<file path="src/rtl/mat_pkg.sv">
// Shared constants and types for the matrix-multiplier datapath and its
// memory-port arbiter.
package mat_pkg;

  // Matrix geometry and element width
  localparam int MAT_DATA_W    = 16;
  localparam int MAT_DIM       = 10;
  localparam int MAT_IDX_W     = 4;

  // Accumulator wide enough for a full dot product of DIM products
  localparam int MAT_ACC_W     = 2 * MAT_DATA_W + $clog2(MAT_DIM);

  // Longest locked burst one requester may hold while the other waits
  localparam int MAT_MAX_BURST = 12;

  // Memory-port arbiter states
  typedef enum logic [1:0] {
    ARB_IDLE = 2'd0,
    ARB_OWN0 = 2'd1,
    ARB_OWN1 = 2'd2
  } arb_state_e;

  // True when both element indices fall inside a dim x dim matrix
  function automatic logic mat_idx_ok(input logic [MAT_IDX_W-1:0] row,
                                      input logic [MAT_IDX_W-1:0] col,
                                      input int                   dim);
    return (int'(row) < dim) && (int'(col) < dim);
  endfunction

endpackage

</file>
<file path="src/rtl/mat_port_arbiter.sv">
// Two-requester arbiter for the single matrix memory port.
// Requester 0 is the compute control path, requester 1 the host load/unload
// path. A granted requester issues one access per cycle; lock keeps the grant
// for a burst, bounded by MAX_BURST only while the other side is waiting.
// Read data returns one cycle after the memory sees the read and is steered
// to the requester that issued it, even if the grant has moved on.
module mat_port_arbiter
  import mat_pkg::*;
#(
  parameter int DATA_W    = MAT_DATA_W,
  parameter int DIM       = MAT_DIM,
  parameter int MAX_BURST = MAT_MAX_BURST
) (
  input  logic              clk,
  input  logic              reset,
  input  logic              req0,
  input  logic              req1,
  input  logic              lock0,
  input  logic              lock1,
  input  logic              we0,
  input  logic              we1,
  input  logic [3:0]        row0,
  input  logic [3:0]        col0,
  input  logic [3:0]        row1,
  input  logic [3:0]        col1,
  input  logic [DATA_W-1:0] wdata0,
  input  logic [DATA_W-1:0] wdata1,
  output logic              gnt0,
  output logic              gnt1,
  output logic              rvalid0,
  output logic              rvalid1,
  output logic [DATA_W-1:0] rdata,
  output logic              addr_err,
  output logic              mem_en,
  output logic              mem_we,
  output logic [3:0]        mem_row,
  output logic [3:0]        mem_col,
  output logic [DATA_W-1:0] mem_wdata,
  input  logic [DATA_W-1:0] mem_rdata
);

  localparam int                 BURST_W     = $clog2(MAX_BURST + 1);
  localparam logic [BURST_W-1:0] BURST_LIMIT = BURST_W'(MAX_BURST);
  localparam logic [BURST_W-1:0] BURST_ONE   = BURST_W'(1);

  // Arbitration state
  arb_state_e         state_q, state_d;
  logic               rr_ptr_q, rr_ptr_d;
  logic [BURST_W-1:0] burst_q, burst_d;
  logic [BURST_W-1:0] burst_inc;

  // Read-return tag pipeline
  logic               rd_pend_q, rd_pend_d;
  logic               rd_tag_q, rd_tag_d;
  logic               rvalid0_q, rvalid1_q;
  logic [DATA_W-1:0]  rdata_q;

  // Current owner's request fields, selected by the grant
  logic               owned;
  logic               owner;
  logic               own_req;
  logic               own_lock;
  logic               own_we;
  logic [3:0]         own_row;
  logic [3:0]         own_col;
  logic [DATA_W-1:0]  own_wdata;
  logic               other_req;

  // An access is attempted whenever the owner requests; it only reaches the
  // memory when its address is inside the matrix and reset is low.
  logic               access;
  logic               addr_ok;
  logic               issue;

  // Select the request fields of whichever side currently holds the grant
  always_comb begin
    owned = (state_q == ARB_OWN0) || (state_q == ARB_OWN1);
    owner = (state_q == ARB_OWN1);
    if (owner) begin
      own_req   = req1;
      own_lock  = lock1;
      own_we    = we1;
      own_row   = row1;
      own_col   = col1;
      own_wdata = wdata1;
      other_req = req0;
    end else begin
      own_req   = req0;
      own_lock  = lock0;
      own_we    = we0;
      own_row   = row0;
      own_col   = col0;
      own_wdata = wdata0;
      other_req = req1;
    end
  end

  assign access  = owned && own_req;
  assign addr_ok = mat_idx_ok(own_row, own_col, DIM);
  assign issue   = access && addr_ok && !reset;

  // Burst length only advances while the other side is kept waiting, so an
  // uncontested lock never runs into the limit. Suppressed (bad-address)
  // accesses still count: grant handling treats them as issued.
  assign burst_inc = (access && other_req) ? (burst_q + BURST_ONE) : burst_q;

  // State register: grant owner, round-robin pointer and burst length
  always_ff @(posedge clk) begin
    if (reset) begin
      state_q  <= ARB_IDLE;
      rr_ptr_q <= 1'b0;
      burst_q  <= '0;
    end else begin
      state_q  <= state_d;
      rr_ptr_q <= rr_ptr_d;
      burst_q  <= burst_d;
    end
  end

  // Next-state logic: pick a winner from IDLE, keep or hand over the grant
  always_comb begin
    state_d  = state_q;
    rr_ptr_d = rr_ptr_q;
    burst_d  = burst_q;
    case (state_q)
      ARB_IDLE: begin
        if (req0 && req1) begin
          state_d = rr_ptr_q ? ARB_OWN1 : ARB_OWN0;
        end else if (req0) begin
          state_d = ARB_OWN0;
        end else if (req1) begin
          state_d = ARB_OWN1;
        end
      end
      ARB_OWN0, ARB_OWN1: begin
        // The limit is checked against the count including this access so
        // that exactly MAX_BURST contested accesses fit in one burst.
        if (own_req && own_lock && (burst_inc < BURST_LIMIT)) begin
          burst_d = burst_inc;
        end else begin
          rr_ptr_d = ~owner;
          if (other_req) begin
            state_d = owner ? ARB_OWN0 : ARB_OWN1;
          end else begin
            state_d = ARB_IDLE;
          end
        end
      end
      default: begin
        state_d = ARB_IDLE;
      end
    endcase
    // Every change of grant starts a fresh burst
    if (state_d != state_q) begin
      burst_d = '0;
    end
  end

  // Output logic: grants from state, memory port driven only by a live access
  always_comb begin
    gnt0      = (state_q == ARB_OWN0);
    gnt1      = (state_q == ARB_OWN1);
    mem_en    = issue;
    mem_we    = issue && own_we;
    mem_row   = issue ? own_row   : '0;
    mem_col   = issue ? own_col   : '0;
    mem_wdata = issue ? own_wdata : '0;
    addr_err  = access && !addr_ok && !reset;
  end

  // A read launched this cycle is remembered with its requester's id
  assign rd_pend_d = issue && !own_we;
  assign rd_tag_d  = owner;

  // Read return: memory data arrives one cycle after the read and is
  // captured together with the valid for the tagged requester
  always_ff @(posedge clk) begin
    if (reset) begin
      rd_pend_q <= 1'b0;
      rd_tag_q  <= 1'b0;
      rvalid0_q <= 1'b0;
      rvalid1_q <= 1'b0;
      rdata_q   <= '0;
    end else begin
      rd_pend_q <= rd_pend_d;
      rd_tag_q  <= rd_tag_d;
      rvalid0_q <= rd_pend_q && !rd_tag_q;
      rvalid1_q <= rd_pend_q && rd_tag_q;
      if (rd_pend_q) begin
        rdata_q <= mem_rdata;
      end
    end
  end

  assign rvalid0 = rvalid0_q;
  assign rvalid1 = rvalid1_q;
  assign rdata   = rdata_q;

endmodule
</file>
<file path="config.mk">
export PLATFORM = sky130hd
export DESIGN_NAME = mat_port_arbiter
export DESIGN_NICKNAME = d
export VERILOG_FILES = /design/src/rtl/mat_pkg.sv /design/src/rtl/mat_port_arbiter.sv
export SDC_FILE = /design/constraint.sdc
export NUM_CORES = 1
export LEC_CHECK = 0
export BUFFER_PORTS_ARGS = -buffer_cell sky130_fd_sc_hd__buf_2
export CAP_MARGIN = 20
export CORE_AREA = 2 2 66 68
export CTS_CLUSTER_DIAMETER = 150
export DETAILED_ROUTE_END_ITERATION = 12
export DIE_AREA = 0 0 68 70
export PLACE_DENSITY = 0.8
export SYNTH_ARGS = -nofsm -noshare
export SYNTH_HDL_FRONTEND = slang
export SYNTH_SLANG_ARGS = --single-unit
export TNS_END_PERCENT = 20
</file>
<file path="constraint.sdc">
create_clock -name clk -period 7.8 [get_ports clk]
set_input_delay 2.34 -clock clk [delete_from_list [all_inputs] [get_ports clk]]
set_output_delay 2.34 -clock clk [all_outputs]
set_load 0.02 [all_outputs]
</file>
==> results.json, run 1 <==
{
  "power_density_nw_per_um2": 205,
  "critical_path_class": "primary input to output port",
  "portBuffers": 118,
  "total_power_mw": 0.491,
  "fin_util": 0.578,
  "area_growth_pct": 36.5,
  "ys_seq_area_frac": 0.308,
  "synth-simple-area-share": 0.210,
  "vdd_drop_max_mv": 0.119,
  "drv_slew": 0,
  "top_usage_layer": "met2",
  "r2r_end": "burst_q[3]",
  "cp-end-kind": "output port",
  "cts_resized": 0,
  "start_kind": "primary input",
  "antenna_found_initial": 0,
  "cp_slowest_cell": "nand2_1",
  "synthMuxAreaShare": 0.264,
  "relSlewSlack": 0.376,
  "setup_viol": 0,
  "status": "finished, final reports clean",
  "p_sw_mw": 0.198,
  "hold_path_end": "rvalid0",
  "p_leak_nw": 1.13,
  "pwr-share-seq": 0.336,
  "final_cell_area_um2": 2390,
  "clk_latency_ns": 0.26,
  "crit_fanout": 26,
  "htree_levels": 1,
  "synthCells": 212,
  "yosysTopAreaCell": "dfxtp_1",
  "drt_iter0_markers": 31,
  "fin_skew_ns": 0.00532,
  "required_ns": 5.46,
  "intPower_mw": 0.293,
  "track_usage": 0.194,
  "clockRootBuffer": "clkbuf_8",
  "dpl_cell_area_um2": 2350,
  "reg2regPathDepth": 7,
  "synth_xor_area_frac": 0,
  "cp_num_buf_inv": 2,
  "syn_nets": 290,
  "period_minus_slack_ns": 6.31,
  "die-height_um": 70,
  "cts_hold_buffers": 0,
  "period_share": 0.809,
  "tns_ns": 0,
  "drive_above_1_share": 0.393,
  "drc": 0,
  "critical-path-max-stage-delay_ns": 0.51,
  "clkTransAtPathRegs_ns": 0.08,
  "grt-ovfl-total": 0,
  "syn-cell-area_um2": 1750,
  "tightest_slew_ns": 0.935,
  "hp-start": "rd_tag_q",
  "dr_total_vias": 1893,
  "die_w_um": 68,
  "grt_util_met1": 0.208,
  "grt_pass1_vias": 1724,
  "synth_area_leaders": "dfxtp_1, mux2i_1, nor2_1",
  "combPwrFrac": 0.511,
  "r2r_start": "state_q[1]",
  "final_antenna_net_count": 0,
  "clockPowerShare": 0.153,
  "num_rows": 24,
  "hp-class": "flip-flop to flip-flop",
  "dieArea_um2": 4760,
  "worstPathArrival_ns": 3.97,
  "hold_path_depth": 1,
  "ys_types": 40,
  "cpMostUsedCell": "buf_2",
  "dp_hpwl_um": 3810,
  "cts.path.max_buffers": 2,
  "grt_use_met2": 0.357,
  "hold_ws_ns": 0.411,
  "n_antenna_cell": 0,
  "yosysWarningCount": 0,
  "synth_top_family_by_area": "multiplexers",
  "grt_pass1_wl_um": 7300,
  "clock-sinks": 27,
  "grtUsageMet3": 0.0548,
  "coreArea_um2": 4140,
  "path_delay_family": "simple AND/OR/NAND/NOR gates",
  "gp_congestion": 0.900,
  "postSynthAreaPerCell_um2": 8.27,
  "layout.nets": 400,
  "pin_count": 119,
  "wire_per_inst_um": 12.6,
  "finalWirelength_um": 4700,
  "synthAdderAreaFrac": 0.0428,
  "rsz0062_at_grt": "false",
  "hold_viol": 0,
  "cts_tree": "yes",
  "numCtsBuffers": 3,
  "setup_slack_ns": 1.49,
  "place_ws_ns": 1.47,
  "netlist.area_leader.share": 0.308,
  "postCtsSetupBuffers": 0,
  "switching_share": 0.403,
  "initial_utilization": 0.423,
  "synth-seq-cells": 27,
  "crit_chain": "buf_2, mux2i_1, nor3b_1, nand2_1, nor2_1, buf_2",
  "drtPass1Iterations": 4,
  "cap_violations": 0,
  "fmax_mhz": 158,
  "fin_cells": 373,
  "grt_max_degree": 36,
  "synth_compound_area_frac": 0.126,
  "r2r_setup_slack_ns": 4.30,
  "dp.cells": 369,
  "vias_per_cell": 5.08
}
[metal layers]
layer,part of all wire,wire [um]
met1,0.38,1780
met4,0.013,59
met2,0.54,2560
met3,0.063,298
met5,0,0
[registers in the layout (all words and copies together) (netlist names)]
register	cells
burst_q	4
rd_pend_q	1
rd_tag_q	1
rdata	16
rr_ptr_q	1
rvalid0	1
rvalid1	1
state_q	2
[cells by family after synthesis]
group	count (synthesis)
fa+ha+maj	6
compound gates	35
mux	46
flops	27
simple gates	79
buf+inv	19
[worst max-delay path by stage]
stage,endpoint,depth (start not counted),start,slack (ns)
after detailed placement,mem_we,7,row0[2],1.47
after CTS,mem_we,6,req1,1.47
final,mem_we,6,req1,1.49
after global routing,mem_we,6,req1,1.23
after floorplan,mem_col[0],6,req1,1.95
after global placement,mem_we,7,row0[2],1.49
[final cells by class]
class                           count  area (um^2)
Clock buffer                        4         45.0
Fill cell                         399         1750
Inverter                            6         22.5
Multi-Input combinational cell    166         1130
Sequential cell                    27          541
Tap cell                           52         65.1
Timing Repair Buffer              118          591
[cell usage in the layout (no fill, tap or decap), types with 3 or more instances in the layout]
| cell type | count |
|---|---|
| nor2b_1 | 6 |
| or4_1 | 3 |
| nor2_1 | 44 |
| ha_1 | 5 |
| nand3_1 | 5 |
| a21oi_1 | 8 |
| dfxtp_1 | 27 |
| mux2i_1 | 44 |
| inv_1 | 6 |
| buf_2 | 118 |
| nand2_1 | 10 |
| clkbuf_8 | 3 |
| o21ai_0 | 11 |
[power groups by stage]
stage	Combinational [mW]	Sequential [mW]	Clock, mW
floorplan	0.194	0.165	0
global placement	0.246	0.168	0
detailed placement	0.251	0.168	0
CTS	0.252	0.165	0.0780
global route	0.274	0.167	0.0833
finish	0.251	0.165	0.0751
[cell usage after synthesis]
cell type and n:
clkbuf_1 7, a21oi_1 8, nor2b_1 6, buf_2 2, or4_1 3, o32ai_1 1, nand4_1 1, ha_1 6
mux2i_1 44, a32o_1 1, o21ai_0 11, nor3b_1 2, o21ai_1 2, o2111ai_1 1, o211ai_1 1, nand3_1 5
or3_1 1, a31o_2 1, a21boi_0 2, and3_1 1, mux2_1 1, o21bai_1 1, nor4_1 1, and2_1 1
o31ai_1 1, inv_1 6, nor3_1 1, nor2_1 44, and3b_1 1, and4_4 1, a311oi_1 2, o2bb2ai_1 2
nand2_1 10, a211oi_1 1, buf_1 2, dfxtp_1 27, buf_4 1, mux2_2 1, nor2b_2 1, buf_6 1
(Power assumes the default switching activity.)
==> inputs of run 2 (changes only) <==
- ABC_AREA: default -> 1
- CORE_AREA: 2 2 66 68 -> 2 2 68 70
- DIE_AREA: 0 0 68 70 -> 0 0 70 72
- PLACE_DENSITY: 0.8 -> 0.75
- clock period: 7.8 -> 6.1 ns (I/O delays scaled with it)
==> run 2 against run 1 <==
Global-route usage decreased by 1.8 points. Critical path depth is 2 higher. Core utilization fell by 2.0 points. First-iteration DRC count rose to 2.9 times the previous value. Sequential power rose by 18%. Hold slack better by 0.020 ns.
==> results.json, run 2 <==
{
  "status": "finished, final reports clean",
  "final_common_cell": "buf_2",
  "num_rows": 24,
  "area_growth_pct": 38.8,
  "gp_congestion": 0.828,
  "synthAdderAreaFrac": 0.0439,
  "period_minus_slack_ns": 5.42,
  "fmax_mhz": 185,
  "syn-cell-area_um2": 1710,
  "cp_num_buf_inv": 3,
  "setup_viol": 0,
  "grt-ovfl-total": 0,
  "ff_latch_area_um2": 541,
  "clkTransAtPathRegs_ns": 0.08,
  "cts.path.max_buffers": 2,
  "setup_slack_ns": 0.683,
  "synthArstFlopShare": 0,
  "coreArea_um2": 4260,
  "dieArea_um2": 5040,
  "synth-main-ff-cell": "dfxtp_1",
  "tns_ns": 0,
  "syn_nets": 337,
  "critical-path-max-stage-delay_ns": 0.54,
  "track_usage": 0.176,
  "multiInputGateArea_um2": 1040,
  "final_cell_mix": "buf_2, nand2_1, nor2_1, dfxtp_1, a21oi_1",
  "vdd_drop_max_mv": 0.138,
  "drv_slew": 0,
  "die-height_um": 72,
  "synth-edff-count": 0,
  "hp-class": "flip-flop to flip-flop",
  "start_kind": "primary input",
  "cts_resized": 0,
  "grt_pass1_wl_um": 7540,
  "synthCells": 259,
  "initial_utilization": 0.401,
  "die_w_um": 70,
  "largest_register_ffs": 16,
  "synth_top_family_by_area": "simple AND/OR/NAND/NOR gates",
  "crit_fanout": 26,
  "drive_above_1_share": 0.387,
  "r2r_setup_slack_ns": 2.92,
  "grt_pass1_vias": 1814,
  "cts_hold_buffers": 0,
  "critical_path_class": "primary input to output port",
  "ys_top_cells_by_count": "nand2_1, nor2_1, dfxtp_1, a21oi_1, o21ai_0",
  "path_delay_family": "buffers and inverters",
  "n_antenna_cell": 0,
  "crit_chain": "buf_2, nand2_1, a21oi_2, nand2_1, nor2_1, clkinv_1, a21oi_1, buf_2",
  "wire_per_inst_um": 10.8,
  "grt_max_degree": 27,
  "power_density_nw_per_um2": 208,
  "rsz0062_at_grt": "false",
  "required_ns": 4.27,
  "tightest_slew_ns": 0.734,
  "clockRootBuffer": "clkbuf_8",
  "netlist.area_leader.share": 0.316,
  "synth_most_common_cell": "nand2_1",
  "cp_slowest_cell": "clkinv_1",
  "htree_levels": 1,
  "antenna_found_initial": 0,
  "portBuffers": 118,
  "pin_count": 119,
  "ys_types": 28,
  "relSlewSlack": 0.511,
  "drt_iter0_markers": 89,
  "fin_skew_ns": 0.00505,
  "numCtsBuffers": 3,
  "p_leak_nw": 1.34,
  "synth_area_leaders": "dfxtp_1, nand2_1, nor2_1",
  "final_antenna_net_count": 0,
  "drc": 0,
  "dr_total_vias": 2012,
  "worstPathArrival_ns": 3.59,
  "synth-simple-area-share": 0.376,
  "vias_per_cell": 4.75,
  "synth_compound_area_frac": 0.140,
  "drtPass1Iterations": 4,
  "place_ws_ns": 0.706,
  "ys_seq_area_frac": 0.316,
  "cap_violations": 0,
  "synth_xor_area_frac": 0.00950,
  "synthMuxAreaShare": 0.0409,
  "finalWirelength_um": 4580,
  "hold_viol": 0,
  "nFillCells": 438,
  "synth-seq-cells": 27,
  "yosysTopAreaCell": "dfxtp_1",
  "period_share": 0.888,
  "clock-sinks": 27,
  "yosysWarningCount": 0,
  "dp_hpwl_um": 3690,
  "postSynthAreaPerCell_um2": 6.61,
  "postCtsSetupBuffers": 0,
  "layout.nets": 451,
  "cts_tree": "yes",
  "clk_latency_ns": 0.27,
  "cp-end-kind": "output port"
}
-- run 2: cell families after synthesis --
logic type	after synthesis
AOI/OAI and AO/OA	46
xor gates and xnor gates	1
adders and majority gates	6
buffers and inverters	31
DFF	27
muxes	7
and+or+nand+nor	141
-- run 2: stage by stage --
stage                     power [mW]  cell area [um^2]  utilization  cells  hold slack [ns]
after CTS                      0.499              2380        0.557    424            0.438
after detailed placement       0.402              2330        0.547    420            0.426
after global routing           0.531              2380        0.557    424            0.466
after floorplan                0.343              1710            -    259            0.398
final                          0.494              2380        0.557    424            0.432
after global placement         0.399              2330        0.547    420            0.402
-- run 2: worst register-to-register path, stage by stage, from the launching register on --
cell     delay, ns
dfxtp_1       0.35
inv_1         0.16
ha_1          0.66
buf_4         0.33
inv_1         0.32
nand2_1       0.19
nand2_2       0.07
nor2_2        0.10
nand3_1       0.09
nand2_2       0.11
nand2_4       0.07
nand2_4       0.08
nand3_1       0.06
nand3_1       0.10
nand2_1       0.08
nand2_1       0.08
nand3_2       0.13
nor3_2        0.13
-- run 2: where the power goes --
group | total [mW] | internal (mW) | switching (mW) | leakage, nW
logic | 0.201 | 0.0725 | 0.129 | 1.10
registers | 0.195 | 0.186 | 0.00855 | 0.218
clock network | 0.0977 | 0.0467 | 0.0510 | 0.0228
total | 0.494 | 0.306 | 0.188 | 1.34
-- run 2: worst paths after layout --
check,from,endpoint,depth (start not counted)
worst max-delay path,req1,mem_wdata[2],8
worst min-delay path,rd_tag_q,rvalid0,1
worst min register to register,rd_tag_q,rvalid0,1
worst max register to register,state_q[0],burst_q[0],17
-- run 2: final cells by class --
cell class | count | share of cell area
clock buffers | 4 | 0.0190
inverters | 20 | 0.0316
multi-input cells | 201 | 0.440
flip-flops and latches | 27 | 0.227
well taps | 52 | 0.0274
repair buffers | 120 | 0.255
-- run 2: routing by layer --
layer	vias to the layer above	part of all wire	track usage
met1	889	0.41	0.202
met2	62	0.53	0.343
met3	4	0.051	0.0278
met5	-	0	0
li1	1057	-	-
met4	0	0.0065	0.0385
